===== src/rtl/rr_arb8.sv =====
// rr_arb8 -- 8-way round-robin arbiter with a per-grant hold quantum.
//
// A grant is kept while its requester holds req. If it has been held for
// QUANTUM cycles and another requester is waiting, it is released. Every
// release is followed by one idle cycle before the next grant. On release
// the priority pointer moves to the slot just after the released requester.
//
// Ports
//   clk         rising-edge clock
//   rst         synchronous active-high reset
//   req[7:0]    level request per requester, held until served
//   grant[7:0]  registered one-hot grant, zero when idle
//   grant_idx   binary index of the granted requester, 0 when idle
//   grant_valid high exactly when grant is non-zero
module rr_arb8 #(
  parameter int QUANTUM = 8
) (
  input  logic       clk,
  input  logic       rst,
  input  logic [7:0] req,
  output logic [7:0] grant,
  output logic [2:0] grant_idx,
  output logic       grant_valid
);

  typedef enum logic {IDLE, GRANT} state_t;

  localparam logic [7:0] CNT_MAX = 8'(QUANTUM - 1);

  state_t     state;
  logic [2:0] ptr;
  logic [7:0] cnt;

  logic [2:0] pick_idx;
  logic       pick_any;
  logic [2:0] cand;
  logic       release_now;

  // First requester in the order ptr, ptr+1, ... (3-bit wrap).
  always_comb begin
    pick_idx = 3'd0;
    pick_any = 1'b0;
    cand     = 3'd0;
    for (int i = 0; i < 8; i++) begin
      cand = ptr + 3'(i);
      if (!pick_any && req[cand]) begin
        pick_any = 1'b1;
        pick_idx = cand;
      end
    end
  end

  // Release when the owner drops its request, or when the quantum is used
  // up and someone else is waiting. The counter saturates, so a lone owner
  // keeps the grant until a competitor appears.
  always_comb begin
    release_now = !req[grant_idx] ||
                  ((cnt == CNT_MAX) && ((req & ~grant) != 8'd0));
  end

  always_ff @(posedge clk) begin
    if (rst) begin
      state       <= IDLE;
      ptr         <= 3'd0;
      cnt         <= 8'd0;
      grant       <= 8'd0;
      grant_idx   <= 3'd0;
      grant_valid <= 1'b0;
    end else begin
      case (state)
        IDLE: begin
          if (pick_any) begin
            state       <= GRANT;
            grant       <= 8'd1 << pick_idx;
            grant_idx   <= pick_idx;
            grant_valid <= 1'b1;
            cnt         <= 8'd0;
          end
        end
        GRANT: begin
          if (release_now) begin
            // Always return to IDLE first: this is the one-cycle grant gap,
            // and the next arbitration sees the advanced pointer.
            state       <= IDLE;
            grant       <= 8'd0;
            grant_idx   <= 3'd0;
            grant_valid <= 1'b0;
            ptr         <= grant_idx + 3'd1;
            cnt         <= 8'd0;
          end else if (cnt != CNT_MAX) begin
            cnt <= cnt + 8'd1;
          end
        end
        default: state <= IDLE;
      endcase
    end
  end

endmodule


===== config.mk =====
export PLATFORM = sky130hd
export DESIGN_NAME = rr_arb8
export DESIGN_NICKNAME = d
export VERILOG_FILES = /design/src/rtl/rr_arb8.sv
export SDC_FILE = /design/constraint.sdc
export NUM_CORES = 1
export LEC_CHECK = 0
export CAP_MARGIN = 20
export CORE_MARGIN = 1
export CORE_UTILIZATION = 50
export CTS_BUF_LIST = sky130_fd_sc_hd__clkbuf_2 sky130_fd_sc_hd__clkbuf_4 sky130_fd_sc_hd__clkbuf_8
export CTS_CLUSTER_SIZE = 20
export DETAILED_ROUTE_END_ITERATION = 8
export PLACE_DENSITY = 0.83
export SLEW_MARGIN = 0
export SYNTH_ARGS = -nofsm -noshare
export SYNTH_HDL_FRONTEND = slang
export SYNTH_SLANG_ARGS = --single-unit

===== constraint.sdc =====
create_clock -name clk -period 3.47 [get_ports clk]
set_input_delay 0.8675 -clock clk [delete_from_list [all_inputs] [get_ports clk]]
set_output_delay 0.8675 -clock clk [all_outputs]
set_load 0.005 [all_outputs]

# Word level (Yosys, flattened, before mapping)
# Cells that the tools add are included.
dict set report classes {
  addsub 9
  magnitude_cmp 9
  n_eq_ne 5
  shift 1
  n_mux 50
  n_bitwise 3
  reduce_logical 21
}
# cell n
set op_table {}
lappend op_table {{$mux 8} 5}
lappend op_table {{$lt 3x4->1 const B} 9}
lappend op_table {{$pmux 8 s2} 2}
lappend op_table {{$mux 3} 10}
lappend op_table {{$bmux 1 s3} 9}
lappend op_table {{$mux 1} 21}
lappend op_table {{$add 3x3->3 const B} 4}
lappend op_table {{$add 8x1->8 const B} 1}
lappend op_table {{$and 8x8->8} 1}
lappend op_table {{$eq 8x3->1 const B} 1}
lappend op_table {{$logic_and 1x1->1} 8}
lappend op_table {{$logic_not 1->1} 8}
lappend op_table {{$ne 8x3->1 const B} 1}
lappend op_table {{$not 8->8} 1}
lappend op_table {{$reduce_bool 8->1} 1}
lappend op_table {{$shl 1x3->8 const A} 1}
lappend op_table {{$add 3x1->3 const B} 2}
lappend op_table {{$add 3x2->3 const B} 2}
lappend op_table {{$pmux 3 s2} 1}
lappend op_table {{$reduce_and 2->1} 3}
lappend op_table {{$pmux 1 s2} 2}
lappend op_table {{$ne 3x1->1 const B} 1}
lappend op_table {{$ne 2x1->1 const B} 1}
lappend op_table {{$ne 2x2->1 const B} 1}
lappend op_table {{2 further kinds} 2}
dict set report word_totals {
  ff_bits 24
  input_bits 10
  output_inout_bits 12
  wordCells 104
}

# Longest topological paths before layout
# Gate-level depths: netlist of the first run.
dict set report depth {
  word_depth 27
  ltp_mapped 14
  depth_no_buf 9
}

# Worst setup path after synthesis of the first run
# Ideal clock, no wire load.
dict set report synth_timing {
  path_kind {reg-to-reg}
  start {register ptr[1]}
  end {register grant[1]}
  setup_ps 117
  t_arrival_ps 3305
  required_time_ps 3353
  setup_slack_ps 47
  path_stages_with_launch 13
  path_buffers 3
  synth_period_minus_slack_ps 3423
  cell_sequence {dfxtp_1 > buf_2 > inv_1 > clkbuf_1 > ha_1 > buf_6 > mux4_2 > mux2_2 > or4_1 > o32a_1 > a31o_1 > and3b_4 > a32o_1}
}
dict set report synth_between {
  elab_chain_cells 27
  elab_cells_between_ends 58
}
# item line_no
set synth_rtl {}
lappend synth_rtl {{start: declaration} 31} ;# logic [2:0] ptr;
lappend synth_rtl {{start signal: assignment} 88} ;# ptr <= grant_idx + 3'd1;
lappend synth_rtl {{parallel branches: the longest is 27 deep, another holds $add 3x1->3} n/a}
lappend synth_rtl {{end signal: assignment} 74} ;# grant <= 8'd1 << pick_idx;
lappend synth_rtl {{end: declaration} 21} ;# output logic [7:0] grant,
# Parallel ways; which one is timed is not known. The select of a mux whose other input is x is not followed.
# A chain may end at the register's enable or synchronous reset.

# Worst setup path after layout of the first run
dict set report layout_timing {
  start {input req[5]}
  end {register grant[3]}
}
dict set report layout_between {
  elab_chain_cells 27
  elab_cells_between_ends 59
}
# item line_no
set layout_rtl {}
lappend layout_rtl {{start: declaration} 20} ;# input logic [7:0] req,
lappend layout_rtl {{$bmux 1 s3} 46} ;# if (!pick_any && req[cand]) begin
lappend layout_rtl {{$mux 1 (implied by the code)} 46}
lappend layout_rtl {{$mux 1} 46}
lappend layout_rtl {{$logic_not 1->1} 46}
lappend layout_rtl {{$logic_and 1x1->1} 46}
lappend layout_rtl {{$mux 1} 46}
lappend layout_rtl {{$logic_not 1->1} 46}
lappend layout_rtl {{$logic_and 1x1->1} 46}
lappend layout_rtl {{[... 11 more ...]} n/a}
lappend layout_rtl {{$logic_and 1x1->1} 46}
lappend layout_rtl {{$mux 1} 46}
lappend layout_rtl {{$logic_not 1->1} 46}
lappend layout_rtl {{$logic_and 1x1->1} 46}
lappend layout_rtl {{$mux 3} 46}
lappend layout_rtl {{$shl 1x3->8} 74}
lappend layout_rtl {{$mux 8} 72} ;# if (pick_any) begin
lappend layout_rtl {{$pmux 8 s2} 70} ;# case (state)
# Parallel ways exist; a longest one is shown, timed or not. The select of a mux whose other input is x is not followed.

==> results.json, run 1 <==
{
  "vias": 2148,
  "first_iter_violations": 129,
  "cpLargestDelayFamily": "buffers and inverters",
  "crit_required_ns": 3.62,
  "grt_first_pass_wirelength_um": 9780,
  "ys_seq_area_share_pct": 22.1,
  "cts_tree": "yes",
  "cap_violations": 0,
  "path_clk_slew_ns": 0.08,
  "die_area_um2": 4620,
  "worst_path_largest_cell_delay_ns": 0.51,
  "worstSkewPairLatency_ns": 0.26,
  "viasPerCell": 6.45,
  "path_buf_inv": 3,
  "worst_pin_slew_ns": 0.495,
  "synth_edf_count": 0,
  "ios": 22,
  "endpoint_kind": "register",
  "seq_area_um2": 480,
  "cp_max_fo": 9,
  "grt_pass1_vias": 2070,
  "fin_ws_ns": 0.0365,
  "ys_ff_latch": 24,
  "rows": 23,
  "postRouteAntennaNets": 0,
  "ys.flop_type": "dfxtp_1",
  "cp_common_cell": "buf_4",
  "antenna_found_initial": 0,
  "cts_buffers": 3,
  "synth.distinct_cells": 54,
  "arrival_ns": 3.59,
  "portBuffers": 21,
  "wl_um": 5950,
  "clockRootBuffer": "clkbuf_8",
  "syn_avg_cell_area_um2": 9.18,
  "relSlewSlack_pct": 66.0,
  "holdWs_ns": 0.476,
  "area_growth_syn_to_layout_pct": 26.5,
  "crit_slowest_cell": "mux4_1",
  "slew_viol_final": 0,
  "die_x_um": 68.0,
  "holdCritPathClass": "reg2reg",
  "dr.pass1.iters": 4,
  "cts_htree_levels": 1,
  "fin_total_pwr_uw": 1410,
  "status": "finished, final reports clean",
  "synth_cells": 237,
  "yosysWarnings": 0,
  "cts.sinks": 24,
  "async_flop_share_pct": 0,
  "p_leak_uw": 0.00112,
  "antenna_cells": 0,
  "cp-start-kind": "input port",
  "fin_skew_ns": 0.00180,
  "fin_crit_sh_pct": 98.9,
  "dp_hpwl_um": 4440,
  "multi_input_area_um2": 1560,
  "overflow": 0,
  "path_cells": "clkdlybuf4s50_1 > buf_4 > mux4_1 > nor4_1 > a211o_1 > nand2_1 > buf_4 > o21bai_1 > mux2i_1 > a32o_1",
  "wire_per_inst_um": 17.9,
  "hold_viol": 0,
  "setup.worst_path.class": "in2reg",
  "drive_above_1_share_pct": 25.4,
  "power.density_nw_per_um2": 512,
  "fillers": 322,
  "finalCriticalPeriod_ns": 3.43,
  "die_h_um": 68.0,
  "drc": 0,
  "cts_hold_buf": 0,
  "grtUsageTotal_pct": 28.4,
  "place_ws_ns": -0.168,
  "cts_buffer_depth": 2,
  "core-area_um2": 4090,
  "syn_nets": 251,
  "vdd_ir_drop_max_mv": 0.413,
  "syn_area_um2": 2170,
  "setup_violations": 0,
  "fmax_mhz": 291,
  "gp_congestion": 0.935,
  "initial_utilization_pct": 53.2,
  "final_nets": 298,
  "grt_max_degree": 18
}
## repair_timing
| action | in CTS | in global routing |
|---|---|---|
| setup buffers | 0 | 0 |
| endpoints found under the setup margin | 0 | 2 |
| gates resized for setup | 0 | 3 |
| hold endpoints to repair | 0 | 0 |
## worst paths after layout
check                            from                  endpoint  slack, ns  cells past startpoint
max                            req[5]     grant[3]$_SDFFE_PP0P_       0.04                     10
min          grant_valid$_SDFFE_PP0P_  grant_valid$_SDFFE_PP0P_       0.48                      2
max reg2reg       ptr[1]$_SDFFE_PP0P_     grant[3]$_SDFFE_PP0P_       0.14                     11
min reg2reg  grant_valid$_SDFFE_PP0P_  grant_valid$_SDFFE_PP0P_       0.48                      2
## area by class of cell
class,instances,area share [%]
multi-input combinational,181,56.8
timing repair buffer,60,18.9
sequential,24,17.5
tap,50,2.27
inverter,14,1.91
clock buffer,3,1.50
clock inverter,1,1.09
## synthesized netlist by cell type (3+ instances only)
master | instances | share of area [%]
nor2_1 | 16 | 2.8
o21ai_0 | 10 | 2.3
nor2b_1 | 5 | 1.4
buf_2 | 7 | 1.6
a31oi_1 | 3 | 0.86
o22ai_1 | 4 | 1.2
mux4_2 | 16 | 17
mux2_1 | 3 | 1.6
clkbuf_1 | 7 | 1.2
xor2_1 | 3 | 1.2
mux2i_1 | 12 | 5.5
xnor2_1 | 5 | 2.0
mux2_2 | 9 | 4.7
dfxtp_1 | 24 | 22
nand2b_1 | 5 | 1.4
nand4_1 | 4 | 1.2
and2_1 | 5 | 1.4
a21oi_1 | 6 | 1.4
ha_1 | 4 | 2.3
inv_1 | 13 | 2.2
and3_1 | 5 | 1.4
a32o_1 | 8 | 3.7
nand2_1 | 11 | 1.9
nor3_1 | 3 | 0.69
nand3_1 | 8 | 1.8
## report_power, final
group | internal [uW] | switching [uW]
logic | 421 | 402
clock network | 154 | 85.0
registers | 308 | 37.7
## through the flow
step / TNS, ns / std cells / instance area [um^2] / util (%)
2_1_floorplan: 0 / 237 / 2170 / -
3_3_place_gp: -0.745 / 329 / 2670 / 65.3
3_5_place_dp: -1.22 / 329 / 2670 / 65.3
4_1_cts: 0 / 333 / 2740 / 67.0
5_1_grt: -0.00584 / 333 / 2750 / 67.3
6_report: 0 / 333 / 2750 / 67.3
## logic make-up after synthesis
| logic type | Yosys count | synth area share (%) |
|---|---|---|
| AND/OR/NAND/NOR | 70 | 16.9 |
| AO/OA/AOI/OAI | 58 | 19.6 |
| multiplexers | 41 | 29.5 |
| buffers and inverters | 32 | 6.33 |
| flip-flops | 24 | 22.1 |
| XOR/XNOR | 8 | 3.22 |
| adder cells (fa/ha/maj) | 4 | 2.30 |
## worst reg2reg max path, stage by stage (launching register included)
cell and delay, ns:
dfxtp_1 0.33, inv_1 0.06, ha_1 0.47, buf_4 0.26, mux4_1 0.58, nor4_1 0.25
a211o_1 0.21, nand2_1 0.13, buf_4 0.17, o21bai_1 0.20, mux2i_1 0.23, a32o_1 0.33
## flip-flops by register name (all words and copies together) (netlist names)
name,cells
grant,8
ptr,3
state,1
grant_idx,3
cnt,8
grant_valid,1
## layout by cell type (no fill, tap or decap), drive strengths merged, types with 2 or more instances in the layout
cell            n
a31oi           3
and3            5
clkbuf          3
clkdlybuf4s50  19
a221oi          2
xor2            3
a32o            8
o211ai          2
nor4            2
nand4           4
a21o            2
xnor2           5
dfxtp          24
o2111ai         2
nand3           8
and2            6
mux4           17
mux2i          12
nand2b          5
dlymetal6s2s    2
nand2          11
ha              4
a211oi          2
a21oi           8
o31ai           2
o21a            2
nor2b           5
nor2           16
inv            14
mux2           12
o21ai          11
a22oi           2
o22ai           4
or4             2
nor3            3
buf            39
## per-layer routing
layer | GRT usage [%] | vias to the layer above | routed length [um]
li1 | - | 1003 | -
met1 | 36.5 | 1049 | 2570
met2 | 46.9 | 85 | 2870
met3 | 6.50 | 11 | 406
met4 | 8.85 | 0 | 104
met5 | 0 | - | 0
Note: power is estimated with default switching activity, not from simulation.
==> run 2: changes to the inputs <==
--- a/config.mk
+++ b/config.mk
@@ -5,13 +5,14 @@
 export SDC_FILE = /design/constraint.sdc
 export NUM_CORES = 1
 export LEC_CHECK = 0
+export ABC_AREA = 1
 export CAP_MARGIN = 20
 export CORE_MARGIN = 1
 export CORE_UTILIZATION = 50
 export CTS_BUF_LIST = sky130_fd_sc_hd__clkbuf_2 sky130_fd_sc_hd__clkbuf_4 sky130_fd_sc_hd__clkbuf_8
 export CTS_CLUSTER_SIZE = 20
 export DETAILED_ROUTE_END_ITERATION = 8
-export PLACE_DENSITY = 0.83
+export PLACE_DENSITY = 0.77
 export SLEW_MARGIN = 0
 export SYNTH_ARGS = -nofsm -noshare
 export SYNTH_HDL_FRONTEND = slang
==> run 2 against run 1 <==
Fmax up 19%. Clock power down 21%. First-iteration DRC count down 33%. Flip-flop and latch count unchanged. Wire length down 22%. Utilization down 6.7 points. Die area down 8.4%. Largest cell class unchanged. Global-route usage down 4.9 points. Clock-buffer cell count up 1.
==> results.json, run 2 <==
{
  "status": "finished, final reports clean",
  "wire_per_inst_um": 12.4,
  "rsz0062_at_grt": "false",
  "power.internal_uw": 864,
  "area_growth_syn_to_layout_pct": 14.2,
  "p_leak_uw": 0.00105,
  "r2r_start": "ptr[1]$_SDFFE_PP0P_",
  "synth_edf_count": 0,
  "p_clk_share_pct": 9.9,
  "fin_ws_ns": 0.586,
  "endpoint_kind": "register",
  "die_h_um": 65.0,
  "hold_viol": 0,
  "core-area_um2": 3740,
  "relSlewSlack_pct": 67.8,
  "setup-tns-final_ns": 0,
  "p_comb_share_pct": 68.4,
  "drive_above_1_share_pct": 14.5,
  "clockRootBuffer": "clkbuf_8",
  "arrival_ns": 3.05,
  "grt_pass1_vias": 1804,
  "overflow": 0,
  "path_clk_slew_ns": 0.08,
  "synth_top_cell_area_share_pct": 24.2,
  "setup_violations": 0,
  "grt_max_degree": 14,
  "die_x_um": 65.0,
  "cts_htree_levels": 1,
  "synthTopCellsByArea": "dfxtp_1 (24%), nand2_1 (16%), nand3_1 (7.6%)",
  "cp-start-kind": "register",
  "final_cell_mix": "nand2_1 (83), inv_1 (33), nand3_1 (30)",
  "crit_required_ns": 3.64,
  "swShare_pct": 54.9,
  "cap_violations": 0,
  "portBuffers": 21,
  "final_common_cell": "nand2_1",
  "seq_power_share_pct": 21.7,
  "die_area_um2": 4230,
  "grt_first_pass_wirelength_um": 7870,
  "async_flop_share_pct": 0,
  "antenna_cells": 0,
  "dr.pass1.iters": 4,
  "final_util_pct": 60.6,
  "vdd_ir_drop_max_mv": 0.496,
  "cts_hold_buf": 0,
  "cp_max_fo": 10,
  "synth_cells": 306,
  "first_iter_violations": 86,
  "syn_area_um2": 1990,
  "synthTopCellsByCount": "nand2_1 (83), inv_1 (33), nand3_1 (30)",
  "ys.flop_type": "dfxtp_1",
  "cts.sinks": 24,
  "fmax_mhz": 347,
  "postRouteAntennaNets": 0,
  "initial_utilization_pct": 53.0,
  "cts_tree": "yes",
  "ys_ff_latch": 24,
  "fin_skew_ns": 0.00244,
  "yosysTopAreaCell": "dfxtp_1",
  "min_from": "grant_valid$_SDFFE_PP0P_",
  "final_nets": 340,
  "grtUsageTotal_pct": 23.5,
  "synth.distinct_cells": 33,
  "setup.worst_path.class": "reg2reg",
  "antenna_found_initial": 0,
  "fin_crit_sh_pct": 83.1,
  "cts_buffer_depth": 2,
  "holdCritPathClass": "reg2reg",
  "power.density_nw_per_um2": 844,
  "vias": 1967,
  "wl_um": 4630,
  "yosysWarnings": 0,
  "worst_pin_slew_ns": 0.479,
  "cts_buffers": 3,
  "syn_avg_cell_area_um2": 6.49,
  "synthMostInstantiatedCell": "nand2_1",
  "drc": 0,
  "cts-resized-gates": 0,
  "place_ws_ns": 0.494,
  "gp_congestion": 0.920,
  "syn_nets": 320,
  "holdWs_ns": 0.454,
  "crit_path_start": "ptr[1]$_SDFFE_PP0P_",
  "worstSkewPairLatency_ns": 0.27,
  "cts_setup_buffers": 0,
  "rows": 22,
  "ys_seq_area_share_pct": 24.2,
  "slew_viol_final": 0,
  "dp_hpwl_um": 3680,
  "ios": 22,
  "finalCriticalPeriod_ns": 2.88,
  "viasPerCell": 5.27,
  "switchingPower_uw": 1050,
  "top_regs": "cnt: 8 flops, grant: 8 flops"
}
[run 2: cell count changes after synthesis, sizes merged, moves of 8 or more]
cell,change
a32o,-8
inv,+26
mux2,-12
mux2i,-12
mux4,-17
nand2,+85
nand3,+35
nor2,+11
o21ai,+10
[run 2: kinds of logic after synthesis]
kind of cell	synth area share [%]
simple gates	46.8
compound gates	10.8
fa+ha+maj	2.52
flops	24.2
xor+xnor	5.23
buf+inv	10.5
[run 2: routing by layer]
metal | GRT usage (%) | vias to the layer above | routed length (um)
met4 | 5.71 | 0 | 46
met5 | 0 | - | 0
met2 | 41.0 | 40 | 2180
met1 | 31.1 | 892 | 2230
li1 | - | 1030 | -
met3 | 1.58 | 5 | 165
[run 2: worst paths after layout]
check	endpoint	slack [ns]	depth (start not counted)
worst max register to register	grant[1]$_SDFFE_PP0P_	0.59	16
worst max-delay path	grant[1]$_SDFFE_PP0P_	0.59	16
worst min register to register	grant_valid$_SDFFE_PP0P_	0.45	2
worst min-delay path	grant_valid$_SDFFE_PP0P_	0.45	2
[run 2: worst max-delay path: stages (launching register included)]
cell	delay, ns
dfxtp_1	0.58
inv_2	0.16
ha_1	0.42
inv_1	0.26
nand3_1	0.18
nand3_2	0.12
nand2_2	0.08
nor2_4	0.14
nand4_4	0.13
nor2_8	0.16
nand3_1	0.13
nand2_2	0.12
inv_2	0.06
nand3_2	0.11
inv_2	0.05
nand2_1	0.06
nand2_1	0.04
[run 2: metrics by stage]
stage	total power, uW	cells	cell area (um^2)
2_1_floorplan	1420	306	1990
3_3_place_gp	1710	369	2210
3_5_place_dp	1720	369	2210
4_1_cts	1910	373	2270
5_1_grt	2100	373	2270
6_report	1910	373	2270
[run 2: layout make-up]
class / instances / area (um^2)
multi-input cells: 234 / 1300
inverters: 41 / 158
clock buffers: 4 / 55.1
flip-flops and latches: 24 / 480
repair buffers: 22 / 218
fillers: 398 / 1480
well taps: 48 / 60.1
[run 2: power groups by stage]
stage               logic (uW)  registers (uW)  clock network [uW]
floorplan                 1040             381                   0
global placement          1290             419                   0
detailed placement        1300             420                   0
CTS                       1310             415                 190
global route              1470             423                 201
finish                    1310             416                 189
==> run 3: changes to the inputs <==
==> constraint.sdc (replaced) <==
create_clock -name clk -period 2.5 [get_ports clk]
set_input_delay 0.625 -clock clk [delete_from_list [all_inputs] [get_ports clk]]
set_output_delay 0.625 -clock clk [all_outputs]
set_load 0.005 [all_outputs]
==> run 3 against run 2 <==
Sequential power up 35%. Worst hold slack gained 0.014 ns. Critical path type unchanged. Power up 61%. Flip-flop and latch count unchanged. Critical endpoint is now grant[7]$_SDFFE_PP0P_. Final cell count increased by 5.9%. Combinational power is 66% higher.
==> results.json, run 3 (synthesis results as in run 2) <==
{
  "worstSkewPairLatency_ns": 0.27,
  "postRouteAntennaNets": 0,
  "seq_area_um2": 482,
  "gp_congestion": 0.872,
  "holdWs_ns": 0.469,
  "fillers": 331,
  "initial_utilization_pct": 53.0,
  "status": "finished, final reports clean",
  "fin_skew_ns": 0.00622,
  "final_cell_mix": "nand2_1 (75), inv_1 (31), nand3_1 (25)",
  "stdcell_area_um2": 2520,
  "final_nets": 362,
  "antenna_found_initial": 0,
  "rows": 22,
  "grt_first_pass_wirelength_um": 8450,
  "cts_tree": "yes",
  "cts_buffer_depth": 2,
  "fin_total_pwr_uw": 3070,
  "dpl-instance-area_um2": 2370,
  "cts.sinks": 24,
  "p_leak_uw": 0.00125,
  "grt_max_degree": 15,
  "grt_pass1_vias": 1867,
  "setup.worst_path.class": "reg2reg",
  "setup_violations": 0,
  "arrival_ns": 2.59,
  "hold_viol": 0,
  "area_growth_syn_to_layout_pct": 27.1,
  "relSlewSlack_pct": 69.0,
  "endpoint_kind": "register",
  "cts_htree_levels": 1,
  "wl_um": 5350,
  "drc": 0,
  "vias": 2085,
  "die_h_um": 65.0,
  "die_area_um2": 4230,
  "multi_input_area_um2": 1350,
  "grtUsageTotal_pct": 25.3,
  "drive_above_1_share_pct": 24.8,
  "overflow": 0,
  "power.density_nw_per_um2": 1220,
  "vdd_ir_drop_max_mv": 0.749,
  "cts_buffers": 3,
  "fmax_mhz": 418,
  "core-area_um2": 3740,
  "finalCriticalPeriod_ns": 2.39,
  "path_clk_slew_ns": 0.09,
  "final_common_cell": "nand2_1",
  "ios": 22,
  "cap_violations": 0,
  "worst_pin_slew_ns": 0.461,
  "first_iter_violations": 129,
  "antenna_cells": 0,
  "fin_crit_sh_pct": 95.7,
  "dr.pass1.iters": 5,
  "cp-start-kind": "register",
  "crit_required_ns": 2.70,
  "fin_ws_ns": 0.108,
  "holdCritPathClass": "reg2reg",
  "cp_max_fo": 7,
  "viasPerCell": 5.28,
  "slew_viol_final": 0,
  "dp_hpwl_um": 3970,
  "top_regs": "cnt: 8 flops, grant: 8 flops",
  "clockRootBuffer": "clkbuf_8",
  "wire_per_inst_um": 13.5,
  "portBuffers": 21,
  "place_ws_ns": -0.196,
  "die_x_um": 65.0,
  "cts_hold_buf": 0
}
run 3: changes by cell type in the layout (fill, tap and decap cells not counted), moves of 2 or more:
cell / delta
dlymetal6s2s_1: +8
nand3_2: +5
clkdlybuf4s50_1: -8
inv_2: +2
buf_4: +21
inv_1: -2
nand2_2: +8
nand2_1: -8
nand3_1: -5
run 3: critical path, stage by stage, from the launching register on:
cell and delay, ns:
dfxtp_2 0.36, inv_4 0.03, ha_1 0.32, inv_2 0.13
nand3_1 0.11, nand2_1 0.13, nand2_1 0.07, nand2_2 0.13
nand4_4 0.16, nor2_8 0.19, nand4_1 0.26, nand2_1 0.17
nand2_2 0.10, o21ai_1 0.15
run 3: power by group:
group          switching, uW  total, uW  internal (uW)
combinational           1350       2170            816
sequential              97.7        563            466
clock                    130        344            214
run 3: routing by layer:
layer  share of wire (%)  vias to the layer above  track usage (%)
li1                    -                     1080                -
met1                  46                      944             34.6
met2                  49                       54             43.4
met3                 3.9                        7             1.58
met4                 1.0                        0             5.71
met5                   0                        -                0
run 3: worst paths after layout:
path | startpoint | to | slack (ns) | cells after the start
setup / recovery | ptr[0]$_SDFFE_PP0P_ | grant[7]$_SDFFE_PP0P_ | 0.11 | 13
hold reg to reg | grant_valid$_SDFFE_PP0P_ | grant_valid$_SDFFE_PP0P_ | 0.47 | 2
setup reg to reg | ptr[0]$_SDFFE_PP0P_ | grant[7]$_SDFFE_PP0P_ | 0.11 | 13
hold / removal | grant_valid$_SDFFE_PP0P_ | grant_valid$_SDFFE_PP0P_ | 0.47 | 2
run 3: cell type report:
class / instances / area share [%]
multi-input cells: 234 / 53.3
flip-flops and latches: 24 / 19.1
repair buffers: 44 / 16.1
inverters: 41 / 6.25
well taps: 48 / 2.38
clock buffers: 3 / 1.64
clock inverters: 1 / 1.19
run 3: timing repair:
action,4_1_cts,5_1_grt
gates resized for setup,0,26
setup buffers,0,1
endpoints found under the setup margin,0,9
run 3: stage by stage:
stage	util, %	cells	setup TNS, ns
final	67.4	395	0
after CTS	65.2	394	0
after detailed placement	63.3	390	-2.33
after global placement	63.3	390	-1.47
after floorplan	-	306	0
after global routing	67.4	395	-0.0174
